**src/rtl/sccb_slave.sv**
```systemverilog
// SCCB register-access slave: 8-bit device address, 16-bit register address, burst read/write.
// Define SCCB_SLAVE_GLITCH_FILTER_EN to add a 3-sample majority filter on synchronized SCL/SDA.
module sccb_slave #(
    parameter logic [7:0] DEV_ADDR = 8'h78
) (
    input  logic        clk_25m,
    input  logic        camera_rstn,
    input  logic        scl_i,
    input  logic        sda_i,
    output logic        sda_oe,
    output logic [15:0] reg_addr,
    output logic [7:0]  reg_wdata,
    output logic        reg_we,
    output logic        reg_re,
    input  logic [7:0]  reg_rdata,
    output logic        busy,
    output logic [8:0]  wr_count
);

    typedef enum logic [3:0] {
        IDLE, DEV, DEV_ACK, ADH, ADH_ACK, ADL, ADL_ACK, WDAT, WDAT_ACK, RDAT, RDAT_ACK
    } state_t;

    localparam logic [7:0] RD_ADDR = DEV_ADDR | 8'h01;

    // Sync flops reset to the idle-bus level so leaving reset creates no false edges
    logic [1:0] scl_sync_q, sda_sync_q;
    logic       scl_s, sda_s, scl_f, sda_f;

    always_ff @(posedge clk_25m or negedge camera_rstn) begin
        if (!camera_rstn) begin
            scl_sync_q <= 2'b11;
            sda_sync_q <= 2'b11;
        end else begin
            scl_sync_q <= {scl_sync_q[0], scl_i};
            sda_sync_q <= {sda_sync_q[0], sda_i};
        end
    end

    assign scl_s = scl_sync_q[1];
    assign sda_s = sda_sync_q[1];

`ifdef SCCB_SLAVE_GLITCH_FILTER_EN
    logic [1:0] scl_hist_q, sda_hist_q;
    logic       scl_flt_q, sda_flt_q;

    function automatic logic maj3(input logic a, input logic b, input logic c);
        return (a & b) | (a & c) | (b & c);
    endfunction

    always_ff @(posedge clk_25m or negedge camera_rstn) begin
        if (!camera_rstn) begin
            scl_hist_q <= 2'b11;
            sda_hist_q <= 2'b11;
            scl_flt_q  <= 1'b1;
            sda_flt_q  <= 1'b1;
        end else begin
            scl_hist_q <= {scl_hist_q[0], scl_s};
            sda_hist_q <= {sda_hist_q[0], sda_s};
            scl_flt_q  <= maj3(scl_s, scl_hist_q[0], scl_hist_q[1]);
            sda_flt_q  <= maj3(sda_s, sda_hist_q[0], sda_hist_q[1]);
        end
    end

    assign scl_f = scl_flt_q;
    assign sda_f = sda_flt_q;
`else
    assign scl_f = scl_s;
    assign sda_f = sda_s;
`endif

    logic scl_q, sda_q;
    logic scl_rise, scl_fall, start_c, stop_c;

    assign scl_rise = scl_f & ~scl_q;
    assign scl_fall = ~scl_f & scl_q;
    assign start_c  = scl_f & scl_q & sda_q & ~sda_f;
    assign stop_c   = scl_f & scl_q & ~sda_q & sda_f;

    state_t      state_q, state_d;
    logic [2:0]  cnt_q, cnt_d;
    logic        full_q, full_d;
    logic [7:0]  sh_q, sh_d;
    logic [7:0]  tx_q, tx_d;
    logic        rd_q, rd_d;
    logic        mack_q, mack_d;
    logic        fall_q, ld_q;
    logic [15:0] addr_q, addr_d;
    logic [7:0]  wdata_q, wdata_d;
    logic        we_q, we_d;
    logic [8:0]  wrcnt_q, wrcnt_d;
    logic        busy_q, busy_d;
    logic        oe_q, oe_d;
    logic        re_c;

    always_ff @(posedge clk_25m or negedge camera_rstn) begin
        if (!camera_rstn) begin
            scl_q   <= 1'b1;
            sda_q   <= 1'b1;
            state_q <= IDLE;
            cnt_q   <= 3'd0;
            full_q  <= 1'b0;
            sh_q    <= 8'h00;
            tx_q    <= 8'h00;
            rd_q    <= 1'b0;
            mack_q  <= 1'b0;
            fall_q  <= 1'b0;
            ld_q    <= 1'b0;
            addr_q  <= 16'h0000;
            wdata_q <= 8'h00;
            we_q    <= 1'b0;
            wrcnt_q <= 9'd0;
            busy_q  <= 1'b0;
            oe_q    <= 1'b0;
        end else begin
            scl_q   <= scl_f;
            sda_q   <= sda_f;
            state_q <= state_d;
            cnt_q   <= cnt_d;
            full_q  <= full_d;
            sh_q    <= sh_d;
            tx_q    <= tx_d;
            rd_q    <= rd_d;
            mack_q  <= mack_d;
            fall_q  <= scl_fall;
            ld_q    <= re_c;
            addr_q  <= addr_d;
            wdata_q <= wdata_d;
            we_q    <= we_d;
            wrcnt_q <= wrcnt_d;
            busy_q  <= busy_d;
            oe_q    <= oe_d;
        end
    end

    always_comb begin
        state_d = state_q;
        cnt_d   = cnt_q;
        full_d  = full_q;
        sh_d    = sh_q;
        tx_d    = tx_q;
        rd_d    = rd_q;
        mack_d  = mack_q;
        addr_d  = addr_q;
        wdata_d = wdata_q;
        we_d    = 1'b0;
        wrcnt_d = wrcnt_q;
        busy_d  = busy_q;
        oe_d    = oe_q;
        re_c    = 1'b0;

        if (we_q) addr_d = addr_q + 16'd1;
        if (ld_q) tx_d = reg_rdata;

        if (stop_c) begin
            state_d = IDLE;
            busy_d  = 1'b0;
            oe_d    = 1'b0;
        end else if (start_c) begin
            state_d = DEV;
            busy_d  = 1'b1;
            cnt_d   = 3'd0;
            full_d  = 1'b0;
            oe_d    = 1'b0;
        end else begin
            if (scl_rise) begin
                case (state_q)
                    DEV, ADH, ADL, WDAT: begin
                        sh_d  = {sh_q[6:0], sda_f};
                        cnt_d = cnt_q + 3'd1;
                        if (cnt_q == 3'd7) full_d = 1'b1;
                    end
                    RDAT: begin
                        cnt_d = cnt_q + 3'd1;
                        if (cnt_q == 3'd7) full_d = 1'b1;
                    end
                    RDAT_ACK: begin
                        mack_d = ~sda_f;
                        if (!sda_f) addr_d = addr_q + 16'd1;
                    end
                    default: ;
                endcase
            end

            // Byte decisions and strobes happen on the SCL fall that ends a byte or ACK slot
            if (scl_fall) begin
                case (state_q)
                    DEV: if (full_q) begin
                        cnt_d  = 3'd0;
                        full_d = 1'b0;
                        if (sh_q == DEV_ADDR) begin
                            state_d = DEV_ACK;
                            rd_d    = 1'b0;
                        end else if (sh_q == RD_ADDR) begin
                            state_d = DEV_ACK;
                            rd_d    = 1'b1;
                        end else begin
                            state_d = IDLE;
                        end
                    end
                    ADH: if (full_q) begin
                        addr_d[15:8] = sh_q;
                        state_d      = ADH_ACK;
                        cnt_d        = 3'd0;
                        full_d       = 1'b0;
                    end
                    ADL: if (full_q) begin
                        addr_d[7:0] = sh_q;
                        state_d     = ADL_ACK;
                        cnt_d       = 3'd0;
                        full_d      = 1'b0;
                    end
                    WDAT: if (full_q) begin
                        wdata_d = sh_q;
                        we_d    = 1'b1;
                        wrcnt_d = wrcnt_q + 9'd1;
                        state_d = WDAT_ACK;
                        cnt_d   = 3'd0;
                        full_d  = 1'b0;
                    end
                    DEV_ACK: begin
                        cnt_d  = 3'd0;
                        full_d = 1'b0;
                        if (rd_q) begin
                            state_d = RDAT;
                            re_c    = 1'b1;
                        end else begin
                            state_d = ADH;
                        end
                    end
                    ADH_ACK:  state_d = ADL;
                    ADL_ACK:  state_d = WDAT;
                    WDAT_ACK: state_d = WDAT;
                    RDAT: begin
                        if (full_q) begin
                            state_d = RDAT_ACK;
                            cnt_d   = 3'd0;
                            full_d  = 1'b0;
                        end else begin
                            tx_d = {tx_q[6:0], 1'b0};
                        end
                    end
                    RDAT_ACK: begin
                        cnt_d  = 3'd0;
                        full_d = 1'b0;
                        if (mack_q) begin
                            state_d = RDAT;
                            re_c    = 1'b1;
                        end else begin
                            state_d = IDLE;
                        end
                    end
                    default: ;
                endcase
            end

            // SDA only moves one cycle after the fall was seen, well inside SCL low
            if (fall_q) begin
                case (state_q)
                    DEV_ACK, ADH_ACK, ADL_ACK, WDAT_ACK: oe_d = 1'b1;
                    RDAT:    oe_d = ld_q ? ~reg_rdata[7] : ~tx_q[7];
                    default: oe_d = 1'b0;
                endcase
            end
        end
    end

    assign sda_oe    = oe_q;
    assign reg_addr  = addr_q;
    assign reg_wdata = wdata_q;
    assign reg_we    = we_q;
    assign reg_re    = re_c;
    assign busy      = busy_q;
    assign wr_count  = wrcnt_q;

endmodule

```
**config.mk**
```make
export PLATFORM = sky130hd
export DESIGN_NAME = sccb_slave
export DESIGN_NICKNAME = d
export VERILOG_FILES = /design/src/rtl/sccb_slave.sv
export SDC_FILE = /design/constraint.sdc
export NUM_CORES = 1
export LEC_CHECK = 0
export ABC_AREA = 1
export BUFFER_PORTS_ARGS = -buffer_cell sky130_fd_sc_hd__buf_2
export CAP_MARGIN = 20
export CORE_MARGIN = 2
export CORE_UTILIZATION = 55
export DETAILED_ROUTE_END_ITERATION = 12
export GPL_TIMING_DRIVEN = 1
export PLACE_DENSITY = 0.8
export SETUP_SLACK_MARGIN = 0.15
export SYNTH_ARGS = -nofsm -noshare
export SYNTH_HDL_FRONTEND = slang
export SYNTH_SLANG_ARGS = --single-unit
```
**constraint.sdc**
```tcl
create_clock -name clk_25m -period 3.7 [get_ports clk_25m]
set_clock_uncertainty 0.2 [all_clocks]
set_input_delay 0.555 -clock clk_25m [delete_from_list [all_inputs] [get_ports clk_25m]]
set_output_delay 0.555 -clock clk_25m [all_outputs]
set_load 0.02 [all_outputs]
```
# After elaboration in Yosys (flattened, before gate mapping)
# Index checks and enable logic that the tools add are counted.
# Widths: inputs -> output; s select.
# totals
ff_bits	70
input_bits	12
output_inout_bits	37
ramBits	0
mem_count	0
wordCells	133
latchBits	0
mem_bits_ro	0
# classes
shift	0
n_eq_ne	18
n_mul	0
order_cmp	0
n_reduce_logical	15
bitwise	15
n_div	0
n_addsub	3
mux	63
# op_table
cell	count
$mux 16	7
$mux 8	10
$mux 4	10
$pmux 4 s9	1
$mux 1	24
$ne 4x4->1 const B	5
$add 16x1->16 const B	1
$eq 4x3->1 const B	4
$eq 8x7->1 const B	2
$mux 3	5
$eq 4x4->1 const B	3
$reduce_bool 11->1	1
$add 9x1->9 const B	1
$eq 4x2->1 const B	2
$not 1->1	8
$reduce_and 4->1	2
$reduce_or 4->1	2
$and 1x1->1	7
$reduce_and 7->1	1
$pmux 1 s2	3
$pmux 3 s2	1
$reduce_and 6->1	1
$reduce_bool 3->1	2
$reduce_and 5->1	1
7 further kinds	10

# Logic depth before layout (Yosys ltp)
# logic_depth
depth_word	10
ltp_mapped	12
ltp_nobuf	12

# Least setup slack after synthesis
# OpenSTA, ideal clock, no wires.
# synth_timing
path_kind	flip-flop to output port
from	register state_q[0]
to	output reg_re
path_stages_with_launch	8
arrival_ps	1327
required_time_ps	2945
setup_slack_ps	1618
path_buffers	0
cell_sequence	dfrtp_1 inv_2 nand2_1 nor2_1 nand2_1 o21ai_0 inv_1 nor2_1
# synth_between
elab_chain_len	5
elab_cells_between_ends	6
cone_classes	eq/ne: 2; mux: 4
# synth_rtl
item	line	source
start: declaration	80	state_t state_q, state_d;
start signal: assignment	118	state_q <= state_d;
$eq 4x4->1 or $eq 4x2->1 (tied branches)	187	case (state_q)
$pmux 1 s2 (*)	187	
$mux 1 (*)	186	if (scl_fall) begin
$mux 1 (*)	159	end else if (start_c) begin
$mux 1 (*)	155	if (stop_c) begin
end: declaration	14	output logic reg_re,
# Mark *: on every way between the ends. The rest lies on a longest branch, timed or not.

# Worst setup path after layout
# Ends and elaborated chain as after synthesis.

==> results.md <==
- Status: finished, final reports clean
- Setup CP Type: register to output port
- GP Congestion: 0.847
- Die area: 7780 um^2
- Clk buf depth: 2
- # H-tree levels: 3
- Setup Fix Bufs, Post-CTS: 0
- FF+latch count, synth: 70
- Max Fanout on Critical Path: 6
- TritonCTS clock tree: built
- Input/output buffers: 48
- Non-filler cells, final: 661
- Footprint of the multi-input gates: 1810 um^2
- Worst rel slew slack: 0.421
- DR vias/cell: 5.33
- Height of the die: 88.2 um
- RSZ-0062 raised after global routing: no
- Row count: 30
- Dominant cells by area after synthesis: dfrtp_1 (41%), nand2_1 (13%), o21ai_0 (6.0%), inv_1 (5.6%), nand3_1 (5.1%)
- Fin. Hold Viols: 0
- Syn nets: 529
- Routed WL: 8570 um
- DR WL/cell: 13.0 um
- Most frequent cells in the layout: nand2_1 (137), dfrtp_1 (64), inv_1 (58), buf_2 (48), o21ai_0 (47)
- ANT cells: 0
- GRT Total Usage: 0.239
- ANT nets after route: 0
- DIE WIDTH: 88.2 um
- Initial antenna violation count: 0
- CP startpoint kind: register
- Mapped cell area: 3900 um^2
- I/O Pins: 49
- Gate Count Post-Synth: 513
- Clock Latency Late Sink: 340 ps
- Final period util: 0.691
- DR iter-0 viols: 315
- Layout filler cell count: 618
- Actual slew at the worst max-slew pin: 869 ps
- Number of max-cap violations: 0
- Largest area contributor in the netlist: dfrtp_1
- Pwr dens: 373 nW/um^2
- Worst Hold Class: input pin to register
- Max-slew violations: 0
- Worst VDD drop: 257 uV
- Grt ovf: 0
- Mean post-synth cell area: 7.60 um^2
- EDFF count, synth: 0
- Core area: 6830 um^2
- Hold buffer count at cts: 0
- Detailed Place HPWL: 6110 um
- Crit path arrival time: 1800 ps
- Number of remaining DRC errors: 0
- Crit end category: output port
- Fin Setup TNS: 0 ps
- Post-synth ARST share: 1.00
- Vias in the first global route: 3262
- First-pass GRT wire length: 14600 um
- Clock transition at path regs: 70 ps
- Critical Path RT: 2940 ps
- Placed Cells: 645
- Tmin final: 2560 ps
- Final setup viols: 0
- Sequential area share after synthesis: 0.451
- Drt first pass iters: 5
- Root buf cell: clkbuf_8
- Nets: 576
- Yosys warns: 0
- Sink Count: 70
- Synth Flop Type: dfrtp_1
- Fmax: 0.391 GHz
- Vias: 3526
- Distinct cells, synth: 39
- CTS buffer count: 9
- Largest net degree at the start of global routing: 71
- Ratio of cells with drive above 1 in the final layout: 0.175
- Commonest non-fill, non-tap cell in the layout: nand2_1
- P_leak: 2.18 nW
- Synth top area share: 0.411
- Starting Density: 0.571
- Storage cell area: 1760 um^2
- CTS resizes: 0
- Area Overhead vs Synth: 11.9%
-- final cells by class --
type,instances,area share
well taps,96,0.0275
clock inverters,4,0.00516
repair buffers,50,0.0585
flip-flops and latches,70,0.403
clock buffers,12,0.0333
multi-input cells,362,0.415
inverters,67,0.0576
-- path summary, 6_finish.rpt --
check                         startpoint            end  slack, ps  depth (start not counted)
setup / recovery              state_q[0]         reg_re       1140                          8
hold / removal                     scl_i  scl_sync_q[0]        120                          1
setup reg to reg                   scl_q    wr_count[6]       1350                          8
hold reg to reg            sda_sync_q[0]  sda_sync_q[1]        150                          0
max in group asynchronous    camera_rstn    wr_count[2]       2520                          2
min in group asynchronous    camera_rstn        tx_q[3]        210                          2
-- routing by layer --
layer | wire, um | GRT usage
met5 | 0 | 0
met4 | 103 | 0.0813
met3 | 683 | 0.0368
met2 | 3990 | 0.383
met1 | 3790 | 0.333
-- report_power, final --
group	total, mW	internal, mW	switching (mW)
Combinational	0.238	0.0825	0.156
Sequential	0.857	0.809	0.0480
Clock	0.534	0.259	0.276
-- cells in the mapped netlist (2+ instances only) --
cell type	number
nand2_1	137
dfrtp_1	64
inv_1	58
o21ai_0	47
nor2_1	44
nand3_1	40
a21oi_1	18
xor2_1	12
inv_2	8
o21ai_1	8
a31oi_1	7
buf_2	6
dfstp_2	6
xnor2_1	5
clkbuf_1	4
ha_1	4
nand4_1	4
nor2_2	4
nor2_4	4
nor3_2	4
o21bai_1	3
or2_2	3
buf_6	2
nand2_2	2
nor3_1	2
o21ai_2	2
o221ai_1	2
o22ai_1	2
-- flip-flops by register name (all words and copies together) (netlist names), 2 cells and up --
| register | flops |
|---|---|
| cnt_q | 3 |
| reg_addr | 16 |
| reg_wdata | 8 |
| scl_sync_q | 2 |
| sda_sync_q | 2 |
| sh_q | 8 |
| state_q | 4 |
| tx_q | 8 |
| wr_count | 9 |
-- kinds of logic (layout without fill, tap and decap cells) --
family                     Yosys count  count (layout)  synth area share
muxes                                1               1           0.00257
and+or+nand+nor                    248             248             0.282
buffers and inverters               81             133            0.0847
adders and majority gates            4               4            0.0128
DFF                                 70              70             0.451
xor gates and xnor gates            17              17            0.0382
AOI/OAI and AO/OA                   92              92             0.129
-- critical path, stage by stage, from the launching register on --
cell	delay [ps]
dfrtp_1	400
inv_2	140
nand2_1	130
nor2_1	140
nand2_1	100
o21ai_0	150
inv_1	70
nor2_1	140
buf_2	190
-- per-stage QoR --
stage / setup WS [ps] / hold WS [ps] / util / power, mW / area, um^2
2_1_floorplan: 1620 / 59.4 / - / 1.02 / 3900
3_3_place_gp: 1420 / 146 / 0.614 / 1.10 / 4200
3_5_place_dp: 1350 / 147 / 0.614 / 1.11 / 4200
4_1_cts: 1150 / 105 / 0.639 / 1.65 / 4360
5_1_grt: 935 / 104 / 0.639 / 1.72 / 4360
6_report: 1140 / 117 / 0.639 / 1.63 / 4360
No activity file was read; power rests on OpenSTA's default activity.
